===== src/rtl/res_fifo_arbiter.sv =====
// rtl/res_fifo_arbiter.sv - round-robin write arbiter and occupancy tracker for res_fifo
// Grants one producer per cycle into res_fifo and keeps count of reserved entries.
module res_fifo_arbiter #(
  parameter int NUM_REQ    = 4,
  parameter int FIFO_DEPTH = 8,
  parameter int DATA_W     = 16
) (
  input  logic                              clk,
  input  logic                              n_rst,
  input  logic [NUM_REQ-1:0]                req,
  input  logic [NUM_REQ*DATA_W-1:0]         req_data,
  output logic [NUM_REQ-1:0]                gnt,
  input  logic                              fifo_empty,
  input  logic                              fifo_renable,
  output logic                              fifo_wenable,
  output logic [DATA_W-1:0]                 fifo_result_in,
  output logic                              full,
  output logic [$clog2(FIFO_DEPTH+1)-1:0]   count
);

  localparam int CNT_W = $clog2(FIFO_DEPTH + 1);
  localparam int PTR_W = $clog2(NUM_REQ);
  localparam logic [CNT_W-1:0] DEPTH_C = CNT_W'(FIFO_DEPTH);
  localparam logic [PTR_W-1:0] LAST_C  = PTR_W'(NUM_REQ - 1);

  logic [PTR_W-1:0]  rr_ptr;
  logic [PTR_W-1:0]  gnt_idx;
  logic              gnt_valid;
  logic              rd_valid;
  logic [DATA_W-1:0] data_arr [NUM_REQ];

  for (genvar g = 0; g < NUM_REQ; g++) begin : g_unpack
    assign data_arr[g] = req_data[g*DATA_W +: DATA_W];
  end

  // Search starts at rr_ptr and wraps; gated by reset so no grant is visible while held in reset.
  always_comb begin : arb
    int j;
    j         = 0;
    gnt       = '0;
    gnt_idx   = '0;
    gnt_valid = 1'b0;
    if (n_rst && (count < DEPTH_C)) begin
      for (int k = 0; k < NUM_REQ; k++) begin
        j = int'(rr_ptr) + k;
        if (j >= NUM_REQ) j = j - NUM_REQ;
        if (!gnt_valid && req[PTR_W'(j)]) begin
          gnt_valid = 1'b1;
          gnt_idx   = PTR_W'(j);
        end
      end
    end
    if (gnt_valid) gnt[gnt_idx] = 1'b1;
  end

  // A read against an empty FIFO or a zero count must not pull count below zero.
  assign rd_valid = fifo_renable && !fifo_empty && (count != '0);
  assign full     = (count == DEPTH_C);

  always_ff @(posedge clk or negedge n_rst) begin
    if (!n_rst) begin
      rr_ptr         <= '0;
      fifo_wenable   <= 1'b0;
      fifo_result_in <= '0;
      count          <= '0;
    end else begin
      fifo_wenable <= gnt_valid;
      if (gnt_valid) begin
        fifo_result_in <= data_arr[gnt_idx];
        rr_ptr         <= (gnt_idx == LAST_C) ? '0 : gnt_idx + 1'b1;
      end
      case ({gnt_valid, rd_valid})
        2'b10:   count <= count + 1'b1;
        2'b01:   count <= count - 1'b1;
        default: count <= count;
      endcase
    end
  end

endmodule


===== config.mk =====
export PLATFORM = sky130hd
export DESIGN_NAME = res_fifo_arbiter
export DESIGN_NICKNAME = d
export VERILOG_FILES = /design/src/rtl/res_fifo_arbiter.sv
export SDC_FILE = /design/constraint.sdc
export NUM_CORES = 1
export LEC_CHECK = 0
export ABC_CLOCK_PERIOD_IN_PS = 7100
export CORE_MARGIN = 4
export CORE_UTILIZATION = 41
export CTS_BUF_LIST = sky130_fd_sc_hd__clkbuf_8
export CTS_CLUSTER_SIZE = 10
export DETAILED_ROUTE_END_ITERATION = 6
export GPL_ROUTABILITY_DRIVEN = 0
export HOLD_SLACK_MARGIN = 0.08
export PLACE_DENSITY = 0.95
export SKIP_LAST_GASP = 1
export SYNTH_ARGS = -nofsm -noshare
export SYNTH_HDL_FRONTEND = slang
export SYNTH_SLANG_ARGS = --single-unit

===== constraint.sdc =====
create_clock -name clk -period 7.1 [get_ports clk]
set_input_delay 1.775 -clock clk [delete_from_list [all_inputs] [get_ports clk]]
set_output_delay 1.775 -clock clk [all_outputs]
set_load 0.01 [all_outputs]

==> summary.txt <==
outcome: finished clean
crit path DAT: 4190 ps
CTS H-tree lvls: 1
CP Cell Sequence: clkdlybuf4s50_1 -> a21oi_1 -> o21a_1 -> o221ai_4 -> inv_1 -> ha_1 -> and2_1 -> clkdlybuf4s50_1
CP max FO: 19
DP Area: 2540 um^2
DIE AREA: 4910 um^2
Seq cells post-synth: 23
largest net degree at the start of global routing: 33
Crit Path Class: in -> out
Die W: 70.1 um
RSZ-0062 raised after global routing: false
Critical Path Max Stage Delay: 590 ps
Die Ht: 70.1 um
Resized Gates After CTS: 0
Ys Warns: 0
DRT antenna net count: 0
Post-Syn Area: 1580 um^2
setup bufs post-CTS: 0
Hold Path Class: reg -> reg
# fillers: 319
data required time of the critical path: 5330 ps
most frequent cells in the layout: clkdlybuf4s50_1, nand2_1, dfrtp_1
crit-path leading delay family: buffers and inverters
final WL: 4920 um
Avg WL per Cell: 16.1 um
first-pass GRT wire length: 8030 um
Least-Margin Pin Slew: 1190 ps
most common cell after layout, fill and taps aside: clkdlybuf4s50_1
syn nets: 246
Setup TNS: 0 ps
Synth area leader: dfrtp_1
Max-slew headroom: 0.207
Max Clock Freq: 168 MHz
final setup violation count: 0
Layout Nets: 338
CTS tree: yes
crit-path most repeated cell: clkdlybuf4s50_1
# DRC: 0
# hold bufs at CTS: 0
Setup Slack @ Placement: 1130 ps
share of layout cells above drive strength 1: 0.0543
Root Buffer: clkbuf_8
Remaining Overflow, GRT: 0
Core Rows: 22
ANT cells: 0
Max Root-Sink Buffers: 2
Leak Pwr: 0.00103 uW
core area: 3690 um^2
DR iter-0 viols: 90
worst hold slack: 553 ps
Tmin final: 5960 ps
initial core utilization: 0.429
number of global-route vias before repair: 1757
slowest stage cell, crit path: clkdlybuf4s50_1
antenna violations before repair: 0
max-slew violations: 0
final worst slack: 1140 ps
Clock transition at path regs: 80 ps
final hold violation count: 0
Worst Path Buf+Inv: 3
post-synth top area share: 0.364
# IOs: 98
P&R area growth vs syn: 63.3%
Skew-Pair Late Insertion Delay: 250 ps
DRT Pass-1 Iters: 4
clock tree sinks: 23
Synth Instances: 167
Worst Setup Start Kind: input pin
CP endpoint kind: primary output
GR Util All Layers: 0.199
max cap viols: 0
PwrDens: 313 nW/um^2
clk_skew: 1.55 ps
Vias: 1665
Avg Synthesized Cell Area: 9.47 um^2
number of distinct library cells after synthesis: 33
cts bufs inserted: 3
I/O Buffers: 97
routed vias/inst: 5.44
post-route design area: 2580 um^2
Max rail drop VDD: 0.138 mV
Tcrit/Tclk final: 0.840
top post-synthesis cells by area: dfrtp_1, a311oi_1, nand2_1
DPL Wire Length: 3780 um
part of the Yosys area used for sequential elements: 0.364
[state kept, by name, summed over array words and instances (netlist names)]
name and cells:
count 4, fifo_wenable 1, rr_ptr 2, fifo_result_in 16
[worst paths after layout]
kind	endpoint	cells past startpoint	slack (ps)	startpoint
setup / recovery	gnt[2]	8	1140	req[0]
hold / removal	count[3]	1	550	count[3]
setup reg to reg	fifo_result_in[4]	5	4660	rr_ptr[1]
hold reg to reg	count[3]	1	550	count[3]
max in group asynchronous	fifo_result_in[1]	2	4950	n_rst
min in group asynchronous	count[1]	2	1930	n_rst
[metrics by stage]
stage               total power (uW)   util  std cells
CTS                              816  0.700        306
detailed placement               740  0.688        302
global route                     871  0.700        306
floorplan                        529      -        167
global placement                 721  0.688        302
finish                           809  0.700        306
[synth_stat cells]
cell type	count
a221oi_1	12
o22a_1	1
o21ai_0	1
nor4_1	1
o221ai_4	1
a221oi_2	4
nand4bb_1	1
ha_1	7
nor4bb_1	1
clkbuf_1	1
nor2_1	19
nand2b_1	1
a311oi_1	16
nor2b_1	1
o41ai_4	1
buf_6	3
nor4b_1	1
buf_4	5
a211oi_1	2
nand2_1	35
mux2_2	2
o21a_1	1
nor3b_1	2
a21oi_2	1
a21o_1	2
buf_2	3
xor2_1	4
a21oi_1	4
inv_1	4
dfrtp_1	23
mux2i_1	1
and2_1	5
xnor2_1	1
[routing by layer]
| layer | global-route usage | part of all wire | vias up |
|---|---|---|---|
| met1 | 0.222 | 0.40 | 789 |
| met3 | 0.0403 | 0.065 | 4 |
| met5 | 0 | 0 | - |
| li1 | - | - | 803 |
| met4 | 0.0426 | 0.010 | 0 |
| met2 | 0.383 | 0.53 | 69 |
[logic make-up after synthesis]
group | after synthesis | synth area share
DFF | 23 | 0.364
adders and majority gates | 7 | 0.0554
muxes | 3 | 0.0206
xor gates and xnor gates | 5 | 0.0277
buffers and inverters | 16 | 0.0664
AOI/OAI and AO/OA | 46 | 0.278
and+or+nand+nor | 67 | 0.188
[power breakdown]
group          internal (uW)  switching (uW)  total [uW]  leakage, uW
clock network           38.5            39.0        77.5    0.0000269
registers                197            58.4         255     0.000262
logic                    244             232         476     0.000740
[cell type report]
cell class | count | area, um^2 | share of cell area
Inverter | 4 | 15.0 | 0.00581
Tap cell | 48 | 60.1 | 0.0233
Clock buffer | 3 | 41.3 | 0.0160
Sequential cell | 23 | 576 | 0.223
Timing Repair Buffer | 99 | 986 | 0.382
Clock inverter | 1 | 3.75 | 0.00145
Multi-Input combinational cell | 128 | 901 | 0.349
(Power assumes the default switching activity.)
